[src/rtl/wb_host_bridge.sv]
// Wishbone classic slave bridging the management bus to a firmware memory port
// and a small control register file (core reset, timeout status, scratch).
module wb_host_bridge #(
    parameter logic [31:0] ADDR_BASE = 32'h3000_0000,
    parameter int unsigned MEM_AW    = 10,
    parameter int unsigned TIMEOUT   = 15
) (
    input  logic              wb_clk_i,
    input  logic              wb_rst_i,
    input  logic              wbs_cyc_i,
    input  logic              wbs_stb_i,
    input  logic              wbs_we_i,
    input  logic [3:0]        wbs_sel_i,
    input  logic [31:0]       wbs_adr_i,
    input  logic [31:0]       wbs_dat_i,
    output logic [31:0]       wbs_dat_o,
    output logic              wbs_ack_o,
    output logic              mem_req_o,
    output logic              mem_we_o,
    output logic [3:0]        mem_be_o,
    output logic [MEM_AW-1:0] mem_addr_o,
    output logic [31:0]       mem_wdata_o,
    input  logic              mem_gnt_i,
    input  logic              mem_rvalid_i,
    input  logic [31:0]       mem_rdata_i,
    output logic              core_rst_o,
    output logic              irq_o
);

    localparam int unsigned CW = (TIMEOUT < 2) ? 1 : $clog2(TIMEOUT + 1);

    typedef enum logic [1:0] {S_IDLE, S_REG, S_MREQ, S_MWAIT} state_t;

    state_t            r_state, w_state_nxt;
    logic [CW-1:0]     r_cnt;
    logic              r_ack;
    logic [31:0]       r_dat;
    logic              r_req;
    logic              r_we;
    logic [3:0]        r_be;
    logic [MEM_AW-1:0] r_addr;
    logic [31:0]       r_wdat;
    logic [1:0]        r_ctrl;
    logic              r_status;
    logic [31:0]       r_scratch;

    logic              w_hit, w_accept, w_cnt_last, w_busy;
    logic              w_ack_wr, w_ack_rd, w_timeout, w_req_drop;
    logic              w_reg_wr, w_status_clr;
    logic [31:0]       w_rd_data;
    logic              w_unused;

    assign w_hit      = (wbs_adr_i[31:17] == ADDR_BASE[31:17]);
    assign w_accept   = (r_state == S_IDLE) && wbs_cyc_i && wbs_stb_i && !r_ack && w_hit;
    assign w_cnt_last = (r_cnt == CW'(TIMEOUT - 1));
    assign w_busy     = (r_state == S_MREQ) || (r_state == S_MWAIT);
    assign w_unused   = ^wbs_adr_i[15:0];

    // Register writes land in REG (the ack cycle), using the operands latched on accept.
    assign w_reg_wr     = (r_state == S_REG) && r_we;
    assign w_status_clr = w_reg_wr && (r_addr[1:0] == 2'd1) && r_be[0] && r_wdat[0];

    always_comb begin
        w_rd_data = '0;
        case (wbs_adr_i[3:2])
            2'd0:    w_rd_data = {30'd0, r_ctrl};
            2'd1:    w_rd_data = {31'd0, r_status};
            2'd2:    w_rd_data = r_scratch;
            default: w_rd_data = '0;
        endcase
    end

    always_ff @(posedge wb_clk_i) begin
        if (wb_rst_i) r_state <= S_IDLE;
        else          r_state <= w_state_nxt;
    end

    always_comb begin
        w_state_nxt = r_state;
        w_ack_wr    = 1'b0;
        w_ack_rd    = 1'b0;
        w_timeout   = 1'b0;
        w_req_drop  = 1'b0;
        case (r_state)
            S_IDLE: begin
                if (w_accept) w_state_nxt = wbs_adr_i[16] ? S_REG : S_MREQ;
            end
            S_REG: w_state_nxt = S_IDLE;
            S_MREQ: begin
                if (!wbs_cyc_i) begin
                    w_req_drop  = 1'b1;
                    w_state_nxt = S_IDLE;
                end else if (mem_gnt_i && r_we) begin
                    w_req_drop  = 1'b1;
                    w_ack_wr    = 1'b1;
                    w_state_nxt = S_IDLE;
                end else if (w_cnt_last) begin
                    // A read granted on the last allowed cycle cannot return in time.
                    w_req_drop  = 1'b1;
                    w_timeout   = 1'b1;
                    w_state_nxt = S_IDLE;
                end else if (mem_gnt_i) begin
                    w_req_drop  = 1'b1;
                    w_state_nxt = S_MWAIT;
                end
            end
            S_MWAIT: begin
                if (!wbs_cyc_i) begin
                    w_state_nxt = S_IDLE;
                end else if (mem_rvalid_i) begin
                    w_ack_rd    = 1'b1;
                    w_state_nxt = S_IDLE;
                end else if (w_cnt_last) begin
                    w_timeout   = 1'b1;
                    w_state_nxt = S_IDLE;
                end
            end
            default: w_state_nxt = S_IDLE;
        endcase
    end

    always_ff @(posedge wb_clk_i) begin
        if (wb_rst_i) begin
            r_ack     <= 1'b0;
            r_dat     <= '0;
            r_req     <= 1'b0;
            r_we      <= 1'b0;
            r_be      <= '0;
            r_addr    <= '0;
            r_wdat    <= '0;
            r_cnt     <= '0;
            r_ctrl    <= 2'b01;
            r_status  <= 1'b0;
            r_scratch <= '0;
        end else begin
            r_ack <= 1'b0;
            if (w_accept) begin
                r_we   <= wbs_we_i;
                r_be   <= wbs_sel_i;
                r_addr <= wbs_adr_i[MEM_AW+1:2];
                r_wdat <= wbs_dat_i;
                r_cnt  <= '0;
                if (wbs_adr_i[16]) begin
                    r_ack <= 1'b1;
                    r_dat <= w_rd_data;
                end else begin
                    r_req <= 1'b1;
                end
            end
            if (w_busy)     r_cnt <= r_cnt + 1'b1;
            if (w_req_drop) r_req <= 1'b0;
            if (w_ack_wr)   r_ack <= 1'b1;
            if (w_ack_rd) begin
                r_ack <= 1'b1;
                r_dat <= mem_rdata_i;
            end
            if (w_timeout) begin
                r_ack <= 1'b1;
                if (!r_we) r_dat <= 32'hDEAD_BEEF;
            end
            if (w_reg_wr && (r_addr[1:0] == 2'd0) && r_be[0]) r_ctrl <= r_wdat[1:0];
            if (w_reg_wr && (r_addr[1:0] == 2'd2)) begin
                for (int unsigned i = 0; i < 4; i++) begin
                    if (r_be[i]) r_scratch[i*8 +: 8] <= r_wdat[i*8 +: 8];
                end
            end
            // Timeout set takes priority over a same-cycle write-1-to-clear.
            r_status <= (r_status && !w_status_clr) || w_timeout;
        end
    end

    assign wbs_ack_o   = r_ack;
    assign wbs_dat_o   = r_dat;
    assign mem_req_o   = r_req;
    assign mem_we_o    = r_we;
    assign mem_be_o    = r_be;
    assign mem_addr_o  = r_addr;
    assign mem_wdata_o = r_wdat;
    assign core_rst_o  = r_ctrl[0];
    assign irq_o       = r_status && r_ctrl[1];

endmodule
[config.mk]
export PLATFORM = sky130hd
export DESIGN_NAME = wb_host_bridge
export DESIGN_NICKNAME = d
export VERILOG_FILES = /design/src/rtl/wb_host_bridge.sv
export SDC_FILE = /design/constraint.sdc
export NUM_CORES = 1
export LEC_CHECK = 0
export BUFFER_PORTS_ARGS = -buffer_cell sky130_fd_sc_hd__buf_2
export CAP_MARGIN = 20
export CORE_MARGIN = 2
export CORE_UTILIZATION = 50
export CTS_CLUSTER_SIZE = 24
export DETAILED_ROUTE_END_ITERATION = 16
export PLACE_DENSITY = 0.8
export SYNTH_ARGS = -nofsm -noshare
export SYNTH_HDL_FRONTEND = slang
export SYNTH_SLANG_ARGS = --single-unit
[constraint.sdc]
create_clock -name wb_clk_i -period 2 [get_ports wb_clk_i]
set_clock_uncertainty 0.15 [all_clocks]
set_input_delay 0.4 -clock wb_clk_i [delete_from_list [all_inputs] [get_ports wb_clk_i]]
set_output_delay 0.4 -clock wb_clk_i [all_outputs]
set_load 0.05 [all_outputs]
==> impl_results.md, run 1 <==
- Status: finished, final reports clean
- FF+latch count, synth: 122
- WL per Instance: 17.8 um
- Worst-case clock buffer depth: 2
- Syn_area_per_cell: 8.41 sq um
- Mapped Area: 0.00530 sq mm
- Chip Width: 107 um
- Via count: 5903
- Estimated wirelength of the detail-placed design: 10900 um
- Startpoint types: flop
- Critical path class: reg2reg
- Least-Margin Pin Slew: 0.553 ns
- Design area: 0.00755 sq mm
- Worst Setup End Kind: flop
- I/O pins: 190
- Max capacitance violation total: 0
- DRT Wirelength: 17600 um
- Max Freq: 0.525 GHz
- Area Overhead vs Synth: 42.5%
- Post-synth top flop: dfxtp_1
- Netlist cell types: 42
- Number of synthesized flops with an enable pin: 0
- Grt ovf: 0
- H-tree depth: 4
- Die outline height: 107 um
- All-Layer GR Usage: 30.2%
- Post-CTS setup repair buffer count: 0
- Pre-Repair DR Iteration Count: 7
- WP data required: 2.23 ns
- Final Max Tran Viols: 0
- Final Hold Viols: 0
- Min Tclk post-route: 1.91 ns
- CTS tree: yes
- Ant. Diodes: 0
- PortBufs: 183
- Via-to-Cell Ratio: 5.96
- TritonCTS Sinks: 122
- DR DRC count: 0
- Largest net degree at the start of global routing: 53
- Vias in the first global route: 5357
- Pwr Density: 777 mW/mm^2
- Fin Hold WS: 0.0136 ns
- Multi-input logic area: 0.00259 sq mm
- Mapped Cells: 630
- Crit path DAT: 2.14 ns
- Commonest non-fill, non-tap cells in the layout: buf_2 (183), dfxtp_1 (122), o21ai_0 (112), a21oi_1 (75), nand3_1 (64)
- Leak Pwr: 0.00342 uW
- Commonest non-fill, non-tap cell in the layout: buf_2
- Row count: 37
- Die ar.: 0.0114 sq mm
- Initial DRC count: 672
- Final core occ: 73.1%
- Initial Util: 51.3%
- Setup TNS: 0 ns
- Initial antenna violation count: 0
- Worst relative slew slack: 63.2%
- CP max FO: 49
- Syn nets: 739
- # fillers: 714
- Flip-flop and latch area: 0.00244 sq mm
- Fin nets: 952
- Clock Tree Root: clkbuf_8
- Final setup vio count: 0
- Worst min-delay path class: in2reg
- CTS Buf Count: 17
- Sequential area share after synthesis: 46.1%
- RSZ-0062 raised after global routing: false
- Crit share post-route: 95.3%
- First-pass GRT wire length: 27000 um
- Antenna Nets Post-Route: 0
- Peak VDD IR: 0.591 mV
- Layout cell share with drive strength beyond 1: 29.7%
- Area of the core: 0.0103 sq mm
- Synth warn: 0
- Ys async rst share: 0%
- Clock Latency Late Sink: 0.52 ns
- Placed Area: 0.00648 sq mm
- Clk pin slew, worst setup/hold paths: 0.06 ns
- GPL Wtd Cong: 0.849
-- cell families after synthesis --
kind of cell | count (synthesis) | share of synthesized area (%)
multiplexers | 34 | 6.43
AO/OA/AOI/OAI | 228 | 23.1
adder cells (fa/ha/maj) | 2 | 0.472
XOR/XNOR | 2 | 0.331
AND/OR/NAND/NOR | 174 | 18.2
flip-flops | 122 | 46.1
buffers and inverters | 68 | 5.32
-- flip-flops by register name (all words and copies together) (netlist names), 2 cells and up --
register     cells
r_scratch       32
mem_wdata_o     32
wbs_dat_o       32
r_ctrl           2
mem_be_o         4
mem_addr_o      10
r_state          2
r_cnt            4
-- per-layer routing --
layer  share of wire, %  wire (um)  vias to the layer above  GRT usage, %
met5                  0          0                        -             0
met4                3.0        525                        0          12.0
met3                8.6       1520                       48          6.26
met2                 49       8620                      360          50.9
met1                 40       6960                     2770          37.7
li1                   -          -                     2725             -
-- final timing paths --
path / start / endpoint / slack [ns] / cells after the start
max: r_state[1] / mem_wdata_o[11] / 0.09 / 5
min: mem_rdata_i[26] / wbs_dat_o[26] / 0.01 / 3
max reg2reg: r_state[1] / mem_wdata_o[11] / 0.09 / 5
min reg2reg: mem_req_o / mem_req_o / 0.31 / 2
-- repair_timing --
item                       in CTS  in global routing
gates resized for setup         0                  1
setup endpoints to repair       0                  1
hold endpoints to repair       46                  0
hold buffers                   46                  0
-- final cells by class --
class	instances	share of cell area (%)
multi-input cells	440	34.3
well taps	136	2.25
inverters	6	0.298
flip-flops and latches	122	32.4
repair buffers	256	22.7
clock inverters	8	1.89
clock buffers	22	6.13
-- cell usage after synthesis, drive strengths merged (2+ instances only) --
master / number / area share (%)
nand2: 10 / 0.76
o21ai: 112 / 11
a31oi: 32 / 3.8
nand4: 2 / 0.24
nor2b: 4 / 0.47
nor4b: 2 / 0.73
clkbuf: 47 / 3.3
nor4: 4 / 0.59
a221oi: 2 / 0.45
and3: 32 / 3.8
nand3: 70 / 7.1
nand3b: 3 / 0.43
a21oi: 75 / 7.1
dfxtp: 122 / 46
nor3: 2 / 0.19
inv: 6 / 0.43
or3: 3 / 0.45
o2111ai: 2 / 0.33
mux2i: 34 / 6.4
buf: 15 / 1.6
and2: 2 / 0.24
nor2: 36 / 2.6
xor2: 2 / 0.33
ha: 2 / 0.47
-- power breakdown --
group / leakage, uW / internal [uW] / switching (uW)
combinational: 0.00214 / 158 / 134
clock: 0.000297 / 2100 / 1040
sequential: 0.000982 / 2430 / 0.00781
-- per-stage QoR --
| stage | power, uW | worst slack, ns | std cells |
|---|---|---|---|
| 5_1_grt | 6020 | 0.0232 | 990 |
| 3_5_place_dp | 2690 | -0.118 | 914 |
| 6_report | 5870 | 0.0938 | 990 |
| 2_1_floorplan | 2560 | 0.0808 | 630 |
| 3_3_place_gp | 2690 | 0.0119 | 914 |
| 4_1_cts | 5860 | 0.0981 | 990 |
-- critical path: stages, from the launching register on --
cell	delay [ns]
dfxtp_1	0.39
nor4b_4	0.38
nand2_2	0.08
buf_4	0.29
o21ai_0	0.31
a21oi_1	0.16
No activity file was read; power rests on OpenSTA's default activity.
==> run 2: changes to the inputs <==
--- a/config.mk
+++ b/config.mk
@@ -11,6 +11,7 @@
 export CORE_UTILIZATION = 50
 export CTS_CLUSTER_SIZE = 24
 export DETAILED_ROUTE_END_ITERATION = 16
+export HOLD_SLACK_MARGIN = 0.1
 export PLACE_DENSITY = 0.8
 export SYNTH_ARGS = -nofsm -noshare
 export SYNTH_HDL_FRONTEND = slang
==> run 2 against run 1 <==
  * Non-clock buffer count increased by 36
  * Die area unchanged
  * Register-to-register slack about the same
  * Sequential power about the same
  * Sequential cell count unchanged
  * Combinational power increased by 22%
  * Design area increased by 5.2%
  * Via count increased by 4.2%
  * Count of clock-buffer cells in the layout unchanged
  * Power increased by 0.97%
  * Sequential share of layout area decreased by 1.6 points
  * Utilization increased by 3.8 points
  * Largest power group unchanged
  * Highest routed layer unchanged
==> impl_results.md, run 2 (synthesis gave the netlist of run 1 again) <==
- Pwr Density: 746 mW/mm^2
- Worst relative slew slack: 63.6%
- Worst Setup End Kind: output pin
- Pre-Repair DR Iteration Count: 5
- Worst flop-to-flop path endpoint: wbs_dat_o[16]
- Initial antenna violation count: 1
- Via-to-Cell Ratio: 5.99
- CTS tree: yes
- Initial DRC count: 721
- Least-Margin Pin Slew: 0.546 ns
- Setup TNS: 0 ns
- Estimated wirelength of the detail-placed design: 10900 um
- Worst reg2reg path depth: 5
- Min Tclk post-route: 1.93 ns
- All-Layer GR Usage: 32.4%
- Leak Pwr: 0.00358 uW
- Vias in the first global route: 5790
- Cell family contributing the most delay on the critical path: flip-flops
- Hold Startpoint: wbs_adr_i[22]
- Area Overhead vs Synth: 50.0%
- Final Max Tran Viols: 0
- WP data required: 1.45 ns
- Crit path cell chain: buf_2
- Hold Path Cell Cnt: 5
- Design Power: 5920 uW
- Clock Tree Root: clkbuf_8
- Crit share post-route: 96.6%
- PortBufs: 183
- Via count: 6152
- Commonest non-fill, non-tap cells in the layout: buf_2 (183), dfxtp_1 (122), o21ai_0 (111), dlygate4sd3_1 (82), a21oi_1 (75)
- Hold EP: r_state[1]
- Die outline height: 107 um
- Max stage delay on crit path: 0.52 ns
- Reg-to-reg startpoint: r_state[1]
- Startpoint types: flop
- Initial Util: 51.3%
- H-tree depth: 4
- CP max-delay cell: dfxtp_1
- Status: finished, final reports clean
- Final setup vio count: 0
- Clk pin slew, worst setup/hold paths: 0.05 ns
- First-pass GRT wire length: 29100 um
- Row count: 37
- Final Hold Viols: 0
- Area of the core: 0.0103 sq mm
- Largest net degree at the start of global routing: 53
- RSZ-0062 raised after global routing: false
- I/O pins: 190
- Layout cell share with drive strength beyond 1: 28.8%
- R2R Setup Slk: 0.10 ns
- Worst-case clock buffer depth: 2
- Crit path buf inv count: 1
- Grt ovf: 0
- Chip Width: 107 um
- Die ar.: 0.0114 sq mm
- Antenna Nets Post-Route: 0
- TritonCTS Sinks: 122
- Clock Latency Late Sink: 0.51 ns
- Worst min-delay path class: in2reg
- Max capacitance violation total: 0
- WL per Instance: 18.3 um
- DRT Wirelength: 18800 um
- DR DRC count: 0
- Critical path class: reg2out
- Peak VDD IR: 0.576 mV
- Crit path DAT: 1.38 ns
- CP max FO: 7
- Max Freq: 0.518 GHz
- Fin nets: 988
- Commonest non-fill, non-tap cell in the layout: buf_2
- GPL Wtd Cong: 0.849
- CTS Buf Count: 17
- Fin cells: 1027
- DP Cell Count: 914
## run 2: final cells by class
type | instances | area, sq um
timing repair buffer | 292 | 2080
fill | 636 | 2380
multi-input combinational | 440 | 2620
inverter | 6 | 22.5
clock inverter | 8 | 143
antenna | 1 | 2.50
tap | 136 | 170
sequential | 122 | 2440
clock buffer | 22 | 463
## run 2: per-stage QoR
stage                     worst slack (ns)  utilization (%)  cell area (sq um)  hold slack [ns]
final                               0.0681             76.9               7940            0.183
after global routing               0.00778             76.9               7940            0.189
after global placement              0.0119             62.8               6480            0.299
after detailed placement            -0.118             62.8               6480            0.308
after floorplan                     0.0808                -               5300            0.294
after CTS                           0.0464             76.5               7900            0.119
## run 2: metal layers
metal  vias up  GRT usage, %  wire [um]
met1      2886          39.3       7390
li1       2794             -          -
met2       394          53.2       9100
met5         -             0          0
met3        78          7.11       1480
met4         0          18.3        831
## run 2: worst max path at each step
| stage | start | end | slack, ns | cells past startpoint |
|---|---|---|---|---|
| 3_3_place_gp | wbs_adr_i[25] | r_state[0] | 0.01 | 6 |
| 5_1_grt | wbs_cyc_i | mem_wdata_o[25] | 0.008 | 8 |
| 3_5_place_dp | wbs_adr_i[25] | r_state[0] | -0.12 | 6 |
| 6_report | mem_addr_o[1] | mem_addr_o[1] | 0.07 | 1 |
| 4_1_cts | wbs_cyc_i | r_state[0] | 0.05 | 7 |
| 2_1_floorplan | mem_we_o | r_scratch[0] | 0.08 | 5 |
## run 2: where the power goes
group | total, uW | switching (uW) | internal, uW
clock network | 3130 | 1030 | 2100
logic | 356 | 151 | 205
registers | 2430 | 0.00809 | 2430
## run 2: repair_timing
item | CTS | global route
resized for setup | 0 | 8
buffers inserted | 0 | 0
hold endpoints to repair | 80 | 1
hold buffers | 81 | 1
setup endpoints to repair | 0 | 56
==> run 3: changes to the inputs <==
--- a/config.mk
+++ b/config.mk
@@ -13,6 +13,7 @@
 export DETAILED_ROUTE_END_ITERATION = 16
 export HOLD_SLACK_MARGIN = 0.1
 export PLACE_DENSITY = 0.8
+export RECOVER_POWER = 25
 export SYNTH_ARGS = -nofsm -noshare
 export SYNTH_HDL_FRONTEND = slang
 export SYNTH_SLANG_ARGS = --single-unit
==> constraint.sdc (replaced) <==
create_clock -name wb_clk_i -period 2 [get_ports wb_clk_i]
set_clock_uncertainty 0.15 [all_clocks]
set_input_delay 0.2 -clock wb_clk_i [delete_from_list [all_inputs] [get_ports wb_clk_i]]
set_output_delay 0.2 -clock wb_clk_i [all_outputs]
set_load 0.05 [all_outputs]
==> run 3 against run 2 <==
  * Critical endpoint is now mem_wdata_o[0]
  * Highest routed layer unchanged
  * Non-clock buffer count up 8
  * Power up 4.6%
  * Worst hold slack better by 0.031 ns
  * Largest cell class unchanged
==> impl_results.md, run 3 (synthesis gave the netlist of run 1 again) <==
- Area Overhead vs Synth: 50.3%
- Leak Pwr: 0.00339 uW
- Reg-to-reg startpoint: r_state[1]
- Worst min-delay path class: in2reg
- Levels on crit path: 7
- WL per Instance: 18.6 um
- R2R Setup Slk: 0.08 ns
- Die outline height: 107 um
- Row count: 37
- Via count: 6170
- Final Max Tran Viols: 0
- Chip Width: 107 um
- Startpoint types: input pin
- GPL Wtd Cong: 0.849
- Clock Latency Late Sink: 0.53 ns
- Max stage delay on crit path: 0.54 ns
- Pre-CTS setup slack: 0.102 ns
- Hold Path Cell Cnt: 5
- Die ar.: 0.0114 sq mm
- WP data required: 2.29 ns
- Grt met3 use: 8.09%
- First-pass GRT wire length: 30100 um
- Pre-Repair DR Iteration Count: 6
- # fillers: 684
- Crit path buf inv count: 3
- Post-CTS setup repair buffer count: 0
- Crit share post-route: 97.5%
- Met1 usage: 39.9%
- Initial Util: 51.3%
- Fin nets: 996
- Worst relative slew slack: 48.4%
- Worst-case clock buffer depth: 2
- Hold Startpoint: wbs_adr_i[28]
- DP Cell Count: 906
- Least-Margin Pin Slew: 0.773 ns
- Largest net degree at the start of global routing: 53
- Cell family contributing the most delay on the critical path: buffers and inverters
- Commonest non-fill, non-tap cells in the layout: buf_2 (134), dfxtp_1 (122), o21ai_0 (112), dlygate4sd3_1 (98), a21oi_1 (75)
- Max capacitance violation total: 0
- CP max-delay cell: dlygate4sd3_1
- Busiest grt layer: met2
- Fin Hold WS: 0.214 ns
- DR DRC count: 0
- Fin cells: 1036
- I/O pins: 190
- Initial DRC count: 775
- DRT Wirelength: 19300 um
- Worst Setup End Kind: flop
- Vias in the first global route: 5990
- Fin worst setup slack: 0.0491 ns
- Peak VDD IR: 0.572 mV
- Multi-input logic area: 0.00261 sq mm
- Estimated wirelength of the detail-placed design: 10900 um
- Via-to-Cell Ratio: 5.96
- Pwr Density: 778 mW/mm^2
- Status: finished, final reports clean
- Layout cell share with drive strength beyond 1: 22.6%
- GRT met2 Usage: 56.6%
- TritonCTS Sinks: 122
- Crit path DAT: 2.24 ns
- H-tree depth: 4
- Antenna Nets Post-Route: 0
- Flip-flop and latch area: 0.00244 sq mm
- Crit path cell chain: dlygate4sd3_1, buf_2, nor4bb_2, and3_2, buf_12, nand3_1, a21oi_1
- All-Layer GR Usage: 33.6%
- Commonest non-fill, non-tap cell in the layout: buf_2
- Final setup vio count: 0
- Grt ovf: 0
- PortBufs: 183
- Worst reg2reg path depth: 6
- Critical path class: in2reg
- Min Tclk post-route: 1.95 ns
- CTS tree: yes
- Area of the core: 0.0103 sq mm
- Initial antenna violation count: 0
- Clock Tree Root: clkbuf_8
- CTS Buf Count: 17
- Final Hold Viols: 0
- Clk pin slew, worst setup/hold paths: 0.06 ns
- Hold EP: wbs_dat_o[0]
- Worst flop-to-flop path endpoint: wbs_dat_o[1]
- CP max FO: 37
- Final core occ: 77.1%
- Max Freq: 0.513 GHz
- Ant. Diodes: 0
-- run 3: cell count changes in the layout (fill, tap and decap cells not counted), moves of 3 or more --
cell,change
buf_12,-5
buf_2,-49
clkbuf_1,+47
dlygate4sd3_1,+16
clkinv_4,+3
buf_4,-3
-- run 3: repair_timing --
action | in CTS | in global routing
hold buffers | 98 | 0
endpoints found under the hold margin | 103 | 0
resized for setup | 0 | 5
setup endpoints to repair | 0 | 79
-- run 3: worst reg2reg max path, stage by stage (launching register included) --
cell,delay (ns)
dfxtp_1,0.46
buf_4,0.23
nand2_1,0.14
o31ai_4,0.33
buf_12,0.20
a311oi_1,0.07
nor4_1,0.25
-- run 3: power by group --
group,switching (uW),total (uW),internal (uW)
sequential,0.00771,2430,2430
clock,1160,3380,2230
combinational,157,380,223
-- run 3: cell type report --
cell class / instances / area share [%]
clock buffers: 19 / 5.55
clock inverters: 13 / 2.69
inverters: 6 / 0.283
multi-input cells: 440 / 32.8
flip-flops and latches: 122 / 30.7
well taps: 136 / 2.14
repair buffers: 300 / 25.9
-- run 3: layer usage --
metal | vias up | part of all wire, %
met3 | 96 | 7.7
li1 | 2811 | -
met4 | 0 | 4.5
met5 | - | 0
met2 | 393 | 49
met1 | 2870 | 39
-- run 3: per-stage QoR --
step | cell area, sq um | setup TNS (ns) | total power, uW
4_1_cts | 7990 | 0 | 6180
6_report | 7960 | 0 | 6200
5_1_grt | 7960 | -0.00523 | 6340
2_1_floorplan | 5300 | 0 | 2560
3_3_place_gp | 6360 | 0 | 2680
3_5_place_dp | 6360 | 0 | 2690
-- run 3: worst max-delay path by stage --
stage | from | end | slack, ns
after floorplan | mem_we_o | r_scratch[0] | 0.08
after global placement | wbs_adr_i[25] | wbs_dat_o[17] | 0.19
after detailed placement | wbs_adr_i[25] | wbs_dat_o[24] | 0.10
after CTS | wbs_adr_i[25] | mem_wdata_o[10] | 0.09
after global routing | wbs_adr_i[24] | mem_be_o[1] | -0.005
final | wbs_adr_i[25] | mem_wdata_o[0] | 0.05
